## src/rtl/cr_kme_fifo_param.sv

```systemverilog
// Parameterised fall-through FIFO with registered occupancy counters, advisory stall and error pulses.
// Optional peak-occupancy tracking is enabled by defining CR_KME_FIFO_HIGH_WATER_EN.
module cr_kme_fifo_param #(
  parameter int DATA_W       = 64,
  parameter int DEPTH        = 16,
  parameter int STALL_THRESH = 0,
  localparam int CW          = $clog2(DEPTH) + 1
) (
  input  logic              clk,
  input  logic              rst_n,
  input  logic [DATA_W-1:0] fifo_in,
  input  logic              fifo_in_valid,
  input  logic              fifo_in_stall_override,
  input  logic              fifo_out_ack,
  input  logic              clear,
  output logic              fifo_in_stall,
  output logic [DATA_W-1:0] fifo_out,
  output logic              fifo_out_valid,
  output logic [CW-1:0]     used_slots,
  output logic [CW-1:0]     free_slots,
  output logic              fifo_overflow,
  output logic              fifo_underflow,
  output logic [CW-1:0]     high_water
);

  localparam int AW = CW - 1;
  localparam logic [CW-1:0] DEPTH_CW  = CW'(DEPTH);
  localparam logic [CW-1:0] THRESH_CW = CW'(STALL_THRESH);

  logic [DATA_W-1:0] mem [DEPTH];
  logic [CW-1:0]     wr_ptr;
  logic [CW-1:0]     rd_ptr;
  logic              empty;
  logic              full;
  logic              rd_en;
  logic              wr_en;
  logic              ovf_ev;
  logic              unf_ev;

  // Handshake: a write happens when fifo_in_valid is high and there is room (or a read frees a slot
  // in the same cycle); a read happens when fifo_out_valid and fifo_out_ack are both high.
  // fifo_in_stall is advisory only and never blocks a write that fits.
  always_comb begin
    empty  = (wr_ptr == rd_ptr);
    full   = (wr_ptr[CW-1] != rd_ptr[CW-1]) && (wr_ptr[AW-1:0] == rd_ptr[AW-1:0]);
    rd_en  = fifo_out_ack && !empty;
    wr_en  = fifo_in_valid && (!full || rd_en);
    ovf_ev = fifo_in_valid && full && !rd_en;
    unf_ev = fifo_out_ack && empty;
  end

  assign fifo_out_valid = !empty;
  assign fifo_out       = mem[rd_ptr[AW-1:0]];
  assign fifo_in_stall  = (free_slots <= THRESH_CW) || fifo_in_stall_override;

  // Storage is deliberately left out of reset.
  always_ff @(posedge clk) begin
    if (wr_en && !clear) begin
      mem[wr_ptr[AW-1:0]] <= fifo_in;
    end
  end

  always_ff @(posedge clk or negedge rst_n) begin
    if (!rst_n) begin
      wr_ptr         <= '0;
      rd_ptr         <= '0;
      used_slots     <= '0;
      free_slots     <= DEPTH_CW;
      fifo_overflow  <= 1'b0;
      fifo_underflow <= 1'b0;
    end else if (clear) begin
      wr_ptr         <= '0;
      rd_ptr         <= '0;
      used_slots     <= '0;
      free_slots     <= DEPTH_CW;
      fifo_overflow  <= 1'b0;
      fifo_underflow <= 1'b0;
    end else begin
      if (wr_en) wr_ptr <= wr_ptr + CW'(1);
      if (rd_en) rd_ptr <= rd_ptr + CW'(1);
      case ({wr_en, rd_en})
        2'b10: begin
          used_slots <= used_slots + CW'(1);
          free_slots <= free_slots - CW'(1);
        end
        2'b01: begin
          used_slots <= used_slots - CW'(1);
          free_slots <= free_slots + CW'(1);
        end
        default: ;
      endcase
      fifo_overflow  <= ovf_ev;
      fifo_underflow <= unf_ev;
    end
  end

`ifdef CR_KME_FIFO_HIGH_WATER_EN
  logic [CW-1:0] high_water_q;

  // Tracks the registered count, so the peak lags used_slots by one cycle.
  always_ff @(posedge clk or negedge rst_n) begin
    if (!rst_n) begin
      high_water_q <= '0;
    end else if (clear) begin
      high_water_q <= '0;
    end else if (used_slots > high_water_q) begin
      high_water_q <= used_slots;
    end
  end

  assign high_water = high_water_q;
`else
  assign high_water = '0;
`endif

endmodule

```

## config.mk

```make
export PLATFORM = sky130hd
export DESIGN_NAME = cr_kme_fifo_param
export DESIGN_NICKNAME = d
export VERILOG_FILES = /design/src/rtl/cr_kme_fifo_param.sv
export SDC_FILE = /design/constraint.sdc
export NUM_CORES = 1
export LEC_CHECK = 0
export ABC_CLOCK_PERIOD_IN_PS = 20800
export CORE_MARGIN = 2
export CORE_UTILIZATION = 60
export CTS_BUF_LIST = sky130_fd_sc_hd__clkbuf_4 sky130_fd_sc_hd__clkbuf_8 sky130_fd_sc_hd__clkbuf_16
export DETAILED_ROUTE_END_ITERATION = 8
export MAX_ROUTING_LAYER = met4
export PLACE_DENSITY = 0.79
export SLEW_MARGIN = 20
export SYNTH_ARGS = -nofsm -noshare
export SYNTH_HDL_FRONTEND = slang
export SYNTH_SLANG_ARGS = --single-unit
export TNS_END_PERCENT = 10
```

## constraint.sdc

```tcl
create_clock -name clk -period 20.8 [get_ports clk]
set_input_delay 5.2 -clock clk [delete_from_list [all_inputs] [get_ports clk]]
set_output_delay 5.2 -clock clk [all_outputs]
set_load 0.005 [all_outputs]
```

==> flow_summary.yaml, run 1 <==
synthesis:
  synth_edf_count: 1024
  ys_seq_area_share_pct: 78.4
  ys_warn_count: 0
  syn_inst: 1595
  syn_area_um2: 39900
  synth_flop_cell: "edfxtp_1"
  async_reset_ff_share_pct: 2.10
  syn_avg_cell_area_um2: 25.0
  synthDistinctLibCells: 50
  ys_ff_latch: 1046
placed_design:
  port_buffers: 147
  place_hpwl_mm: 39.7
  place_ws_ns: 9.37
  finalWeightedCongestion: 0.743
timing:
  tightestPinTransition_ns: 1.10
  finalSetupTns_ns: 0
  clock.fmax_mhz: 87.5
  drv_slew: 0
  worst_slack_ns: 9.37
  min_period_ns: 11.43
  finClkSkew_ns: 0.0250
  fin_crit_sh_pct: 55.0
  hold_viol_final: 0
  rsz0062_at_grt: "no"
  slew_headroom_pct: 26.8
  finalSetupViolations: 0
drt:
  viasPerCell: 6.56
  first_pass_iters: 5
  drt-total-wl_mm: 86.4
  avgRoutedWirePerCell_um: 31.5
  ant_nets: 0
  drtIter0Drc: 2238
  vias: 18000
  drc: 0
clock_tree:
  ctsHoldBuffers: 0
  cts_resized: 0
  ctsLongestPathBuffers: 3
  cts_buffers: 100
  cts_tree: "built"
  h-tree-depth: 3
  root_buffer: "clkbuf_16"
  clock_sinks: 1046
  insertion_delay_ns: 0.67
  post_cts_buffers: 0
  clk_pin_slew_ns: 0.06
cells_and_area:
  final_cell_mix: "edfxtp_1 (1024), mux4_2 (320), clkdlybuf4s50_1 (146)"
  final_common_cell: "edfxtp_1"
  drive_gt1_share_pct: 28.7
  fillers: 3762
  areaGrowthSynthToFinish_pct: 15.0
  nets: 1874
floorplanning:
  dieArea_um2: 68600
  die_h_um: 262
  io_pins: 153
  die_w_um: 262
  row_count: 94
  start_util_pct: 60.6
  core_um2: 65900
outcome:
  outcome: "completed"
global_routing:
  grt.total_usage_pct: 26.6
  grt_max_degree: 149
  grt_pass1_wl_mm: 125
  antenna_found_initial: 6
  grt_pass1_vias: 18700
  grt_overflow_total: 0
setup_path:
  crit_type: "in -> out"
  critPathArrivalTime_ns: 6.23
  startpoint_type: "primary input"
  crit_path_end_kind: "output port"
  required_ns: 15.60
  critical_path.max_fanout: 1
power_and_ir_drop:
  vdd_drop_max_mv: 0.0762
  leakage_nw: 14.0
  power_density_nw_per_um2: 105
worst_hold_path:
  hp-class: "reg -> reg"
run:
  max_cap_viol_count: 0
==> cell families (layout without fill, tap and decap cells) <==
| kind of cell | count (synthesis) | in the layout | share of synthesized area (%) |
|---|---|---|---|
| xor+xnor | 21 | 21 | 0.480 |
| simple gates | 69 | 69 | 0.944 |
| other cells | 1 | 11 | 0.00940 |
| compound gates | 28 | 28 | 0.539 |
| mux | 326 | 326 | 18.2 |
| buf+inv | 93 | 369 | 1.03 |
| fa+ha+maj | 11 | 11 | 0.345 |
| flops | 1046 | 1046 | 78.4 |
==> registers in the layout (all words and copies together), names as in the netlist <==
| register | count |
|---|---|
| fifo_overflow | 1 |
| fifo_underflow | 1 |
| mem | 1024 |
| wr_ptr | 5 |
| free_slots | 5 |
| rd_ptr | 5 |
| used_slots | 5 |
==> layout make-up <==
type	count	area, um^2	area share [%]
Sequential cell	1046	31300	68.2
Inverter	6	22.5	0.0491
Tap cell	864	1080	2.35
Antenna cell	6	15.0	0.0327
Multi-Input combinational cell	460	8280	18.0
Clock buffer	113	2620	5.70
Clock inverter	71	790	1.72
Timing Repair Buffer	179	1780	3.89
==> per-stage QoR <==
stage / power [mW] / hold WS, ns / util, % / std cells / area [um^2]
floorplan: 2.79 / 0.524 / - / 1599 / 39900
finish: 4.82 / 0.542 / 69.7 / 2745 / 45900
detailed placement: 2.99 / 0.527 / 64.4 / 2553 / 42400
global placement: 2.98 / 0.518 / 64.4 / 2553 / 42400
global route: 4.97 / 0.588 / 69.7 / 2745 / 45900
CTS: 4.85 / 0.541 / 69.6 / 2737 / 45800
==> layer usage <==
metal  GRT usage [%]  up-vias  wire [um]
met3            4.90      123       6720
met2            43.3      853      45200
li1                -     7324          -
met4            7.88        0       1830
met5               -        -          0
met1            35.1     9694      32700
==> worst max-delay path, cell delays in order <==
cell and delay [ns]:
clkdlybuf4s50_1 0.46, a21o_1 0.08, clkdlybuf4s50_1 0.49
==> Yosys cell counts, types with 6 or more instances <==
library cell     n  area (um^2)
inv_1            6         22.5
nor3_1           6         30.0
ha_1            11          138
xnor2_1         12          105
buf_2           29          145
nor2_1          17         63.8
dfrtp_1         21          526
buf_4            7         52.6
edfxtp_1      1024        30700
nand2_1         11         41.3
xor2_1           8         70.1
clkbuf_1        38          143
nand4_1          6         37.5
mux4_2         320         7210
buf_1           13         48.8
==> power breakdown <==
group / switching (mW) / total [mW] / internal (mW)
Sequential: 0.0321 / 2.37 / 2.34
Combinational: 0.248 / 0.580 / 0.333
Clock: 0.778 / 1.87 / 1.09
Total: 1.06 / 4.82 / 3.76
==> worst paths after layout <==
| path | from | end | slack [ns] | depth (start not counted) |
|---|---|---|---|---|
| setup / recovery | fifo_in_stall_override | fifo_in_stall | 9.37 | 3 |
| hold reg to reg | used_slots[4] | used_slots[4] | 0.54 | 2 |
| max in group asynchronous | rst_n | rd_ptr[1] | 15.88 | 1 |
| hold / removal | used_slots[4] | used_slots[4] | 0.54 | 2 |
| min in group asynchronous | rst_n | free_slots[2] | 4.52 | 1 |
| setup reg to reg | rd_ptr[1] | mem[15][6] | 16.54 | 7 |
No activity file was read; power rests on OpenSTA's default activity.
==> run 2: changes to the inputs <==
--- a/config.mk
+++ b/config.mk
@@ -5,13 +5,13 @@
 export SDC_FILE = /design/constraint.sdc
 export NUM_CORES = 1
 export LEC_CHECK = 0
-export ABC_CLOCK_PERIOD_IN_PS = 20800
+export ABC_CLOCK_PERIOD_IN_PS = 10100
 export CORE_MARGIN = 2
-export CORE_UTILIZATION = 60
+export CORE_UTILIZATION = 55
 export CTS_BUF_LIST = sky130_fd_sc_hd__clkbuf_4 sky130_fd_sc_hd__clkbuf_8 sky130_fd_sc_hd__clkbuf_16
 export DETAILED_ROUTE_END_ITERATION = 8
 export MAX_ROUTING_LAYER = met4
-export PLACE_DENSITY = 0.79
+export PLACE_DENSITY = 0.76
 export SLEW_MARGIN = 20
 export SYNTH_ARGS = -nofsm -noshare
 export SYNTH_HDL_FRONTEND = slang
==> constraint.sdc (replaced) <==
create_clock -name clk -period 10.1 [get_ports clk]
set_input_delay 2.525 -clock clk [delete_from_list [all_inputs] [get_ports clk]]
set_output_delay 2.525 -clock clk [all_outputs]
set_load 0.005 [all_outputs]
==> flow_summary.yaml, run 2 (synthesis results as in run 1) <==
floorplanning:
  row_count: 98
  start_util_pct: 55.7
  die_w_um: 273
  dieArea_um2: 74700
  core_um2: 71600
  die_h_um: 273
  io_pins: 153
clock_tree:
  h-tree-depth: 3
  cts_tree: "built"
  post_cts_buffers: 0
  cts_buffers: 104
  ctsLongestPathBuffers: 3
  clock_sinks: 1046
  insertion_delay_ns: 0.67
  cts_resized: 0
  ctsHoldBuffers: 0
  clk_pin_slew_ns: 0.06
  root_buffer: "clkbuf_16"
placed_design:
  finalWeightedCongestion: 0.756
  placed_area_um2: 42600
  port_buffers: 147
  place_ws_ns: 4.02
  place_hpwl_mm: 39.6
  dp_cells: 2642
setup_path:
  crit_slowest_cell: "dfrtp_4"
  critical_path.max_fanout: 44
  r2r_cells: 8
  cpMostUsedCell: "mux4_2"
  required_ns: 7.58
  crit_cells: 4
  crit_chain: "buf_4 > mux4_2 > mux4_2 > clkdlybuf4s50_1"
  startpoint_type: "register"
  cp_top_family: "buffers and inverters"
  max_stage_delay_ns: 1.06
  cp.buffers_inverters: 2
  critPathArrivalTime_ns: 4.14
  crit_path_end_kind: "output port"
  crit_type: "reg -> out"
timing:
  rsz0062_at_grt: "no"
  clock.fmax_mhz: 150
  min_period_ns: 6.67
  drv_slew: 0
  fin_crit_sh_pct: 66.0
  tightestPinTransition_ns: 1.13
  finalSetupViolations: 0
  slew_headroom_pct: 24.5
  finClkSkew_ns: 0.0174
  finalSetupTns_ns: 0
  worst_slack_ns: 3.43
  hold_viol_final: 0
  whs_ns: 0.552
cells_and_area:
  fin_util_pct: 64.1
  nets: 1879
  drive_gt1_share_pct: 28.9
  final_area_um2: 45900
  final_common_cell: "edfxtp_1"
  final_cell_mix: "edfxtp_1 (1024), mux4_2 (320), clkdlybuf4s50_1 (146)"
  fin_cells: 2838
  largest_reg_flops: 1024
  areaGrowthSynthToFinish_pct: 15.0
global_routing:
  grt_max_degree: 96
  antenna_found_initial: 10
  grt_overflow_total: 0
  grt_pass1_vias: 18800
  grt.total_usage_pct: 23.7
  grt_pass1_wl_mm: 124
power_and_ir_drop:
  vdd_drop_max_mv: 0.164
  power_density_nw_per_um2: 214
  finalPower_mw: 9.81
  leakage_nw: 14.0
drt:
  ant_nets: 0
  drtIter0Drc: 2128
  viasPerCell: 6.24
  vias: 17700
  drc: 0
  first_pass_iters: 5
  avgRoutedWirePerCell_um: 29.5
  drt-total-wl_mm: 83.6
outcome:
  outcome: "completed"
run:
  max_cap_viol_count: 0
worst_hold_path:
  hold_depth: 2
  hp-class: "reg -> reg"
## run 2: worst paths after layout
check,endpoint,from,slack [ns]
setup / recovery,fifo_out[22],rd_ptr[0],3.43
hold / removal,used_slots[4],used_slots[4],0.55
setup reg to reg,mem[13][39],rd_ptr[2],4.93
hold reg to reg,used_slots[4],used_slots[4],0.55
max in group asynchronous,rd_ptr[0],rst_n,7.88
min in group asynchronous,used_slots[4],rst_n,1.84
## run 2: tightest hold or removal path, stage by stage, from the launching register on
cell	delay [ns]
dfrtp_1	0.38
nand2_1	0.07
o311ai_1	0.06
## run 2: area by class of cell
type	count	area [um^2]
antenna	10	25.0
clock buffer	133	2870
timing repair buffer	180	1750
sequential	1046	31300
tap	950	1190
clock inverter	53	452
fill	4558	25700
multi-input combinational	460	8280
inverter	6	22.5
## run 2: power by group
group          switching, mW  internal [mW]  leakage (nW)
registers             0.0768           4.82          9.51
clock network           1.55           2.20          1.66
logic                  0.496          0.679          2.83
total                   2.12           7.70          14.0
## run 2: layer usage
layer	wire, um	part of all wire, %	track usage [%]
met5	0	0	-
met2	43800	52	39.1
met4	2360	2.8	8.01
met3	5560	6.7	4.31
met1	31900	38	30.3
==> run 3: changes to the inputs <==
--- a/config.mk
+++ b/config.mk
@@ -5,7 +5,7 @@
 export SDC_FILE = /design/constraint.sdc
 export NUM_CORES = 1
 export LEC_CHECK = 0
-export ABC_CLOCK_PERIOD_IN_PS = 10100
+export ABC_CLOCK_PERIOD_IN_PS = 5600
 export CORE_MARGIN = 2
 export CORE_UTILIZATION = 55
 export CTS_BUF_LIST = sky130_fd_sc_hd__clkbuf_4 sky130_fd_sc_hd__clkbuf_8 sky130_fd_sc_hd__clkbuf_16
==> constraint.sdc (replaced) <==
create_clock -name clk -period 5.6 [get_ports clk]
set_input_delay 1.4 -clock clk [delete_from_list [all_inputs] [get_ports clk]]
set_output_delay 1.4 -clock clk [all_outputs]
set_load 0.005 [all_outputs]
==> flow_summary.yaml, run 3 (synthesis results as in run 1) <==
outcome:
  outcome: "completed"
timing:
  slew_headroom_pct: 41.2
  hold_viol_final: 0
  min_period_ns: 4.99
  finClkSkew_ns: 0.0179
  drv_slew: 0
  rsz0062_at_grt: "no"
  fin_crit_sh_pct: 89.2
  tightestPinTransition_ns: 0.882
  whs_ns: 0.554
  clock.fmax_mhz: 200
  finalSetupViolations: 0
global_routing:
  grt_overflow_total: 0
  grt_pass1_vias: 18800
  grt_max_degree: 65
  grt.total_usage_pct: 24.3
  antenna_found_initial: 4
  grt_pass1_wl_mm: 126
placed_design:
  finalWeightedCongestion: 0.725
  place_hpwl_mm: 42.8
  dp_cells: 2659
  port_buffers: 147
floorplanning:
  io_pins: 153
  start_util_pct: 55.7
  die_h_um: 273
  die_w_um: 273
  core_um2: 71600
  dieArea_um2: 74700
  row_count: 98
drt:
  drt-total-wl_mm: 85.8
  avgRoutedWirePerCell_um: 30.1
  viasPerCell: 6.34
  met2WireLength_mm: 45.4
  first_pass_iters: 7
  drc: 0
  top_layer_used: "met4"
  vias: 18000
  ant_nets: 0
  wl_met3_mm: 5.88
  drtIter0Drc: 1883
  wl_met1_mm: 32.7
power_and_ir_drop:
  leakage_nw: 14.1
  vdd_drop_max_mv: 0.302
  power_density_nw_per_um2: 384
setup_path:
  cpMostUsedCell: "mux4_2"
  cp_top_family: "multiplexers"
  worstSetupEndpoint: "fifo_out[46]"
  required_ns: 4.20
  crit_slowest_cell: "dfrtp_4"
  startpoint_type: "register"
  crit_cells: 4
  cp.buffers_inverters: 2
  crit_chain: "buf_12 > mux4_2 > mux4_2 > clkdlybuf4s50_1"
  crit_path_end_kind: "output port"
  critical_path.max_fanout: 60
  r2r-start: "rd_ptr[3]"
  critPathArrivalTime_ns: 3.59
  crit_type: "reg -> out"
  r2r_cells: 7
  r2r_setup_slack_ns: 1.62
  max_stage_delay_ns: 0.77
  reg2reg_to: "mem[13][42]"
  crit_start: "rd_ptr[0]"
cells_and_area:
  final_cell_mix: "edfxtp_1 (1024), mux4_2 (320), clkdlybuf4s50_1 (146)"
  largest_reg_flops: 1024
  fin_cells: 2847
  drive_gt1_share_pct: 29.6
  final_common_cell: "edfxtp_1"
  nets: 1893
  areaGrowthSynthToFinish_pct: 16.0
clock_tree:
  ctsLongestPathBuffers: 3
  h-tree-depth: 3
  clock_sinks: 1046
  ctsHoldBuffers: 0
  cts_buffers: 101
  clk_pin_slew_ns: 0.07
  cts_resized: 0
  insertion_delay_ns: 0.66
  cts_tree: "built"
  root_buffer: "clkbuf_16"
  post_cts_buffers: 0
worst_hold_path:
  hp-class: "reg -> reg"
run:
  max_cap_viol_count: 0
-- run 3: power by group --
group	switching, mW	total, mW	internal (mW)
logic	0.951	2.21	1.26
registers	0.108	8.79	8.69
clock network	2.80	6.75	3.95
total	3.86	17.8	13.9
-- run 3: worst min path at each step --
stage                  startpoint            end  slack (ns)  depth (start not counted)
floorplan           used_slots[4]  used_slots[4]        0.52                          2
CTS                 used_slots[4]  used_slots[4]        0.56                          2
global placement    used_slots[4]  used_slots[4]        0.52                          2
finish              used_slots[4]  used_slots[4]        0.55                          2
global route        free_slots[3]  free_slots[3]        0.61                          1
detailed placement  used_slots[4]  used_slots[4]        0.54                          2
-- run 3: layout make-up --
type / count / area [um^2]
fillers: 4477 / 25300
diodes: 4 / 10.0
clock buffers: 129 / 2810
well taps: 950 / 1190
repair buffers: 197 / 2100
multi-input cells: 460 / 8310
inverters: 6 / 22.5
flip-flops and latches: 1046 / 31300
clock inverters: 55 / 515
-- run 3: worst reg2reg max path, stage by stage (launching register included) --
cell,delay (ns)
dfrtp_4,0.93
xnor2_1,0.23
nand4_1,0.25
o31a_1,0.46
nand2_1,0.38
nor3_1,0.42
and2_4,0.62
buf_12,0.35
-- run 3: layer usage --
| metal | vias to the layer above | GRT usage [%] |
|---|---|---|
| met5 | - | - |
| met4 | 0 | 5.90 |
| met3 | 138 | 3.97 |
| met2 | 790 | 40.4 |
| met1 | 9753 | 31.8 |
| li1 | 7362 | - |
-- run 3: metrics by stage --
stage / setup TNS (ns) / worst slack (ns) / utilization, % / area [um^2] / power [mW]
detailed placement: 0 / 1.00 / 60.0 / 42900 / 11.2
CTS: 0 / 0.490 / 64.6 / 46300 / 17.9
finish: 0 / 0.606 / 64.6 / 46300 / 17.8
global placement: 0 / 1.03 / 60.0 / 42900 / 11.1
floorplan: -374.24 / -1.56 / - / 39900 / 10.4
global route: 0 / 0.406 / 64.6 / 46300 / 18.3
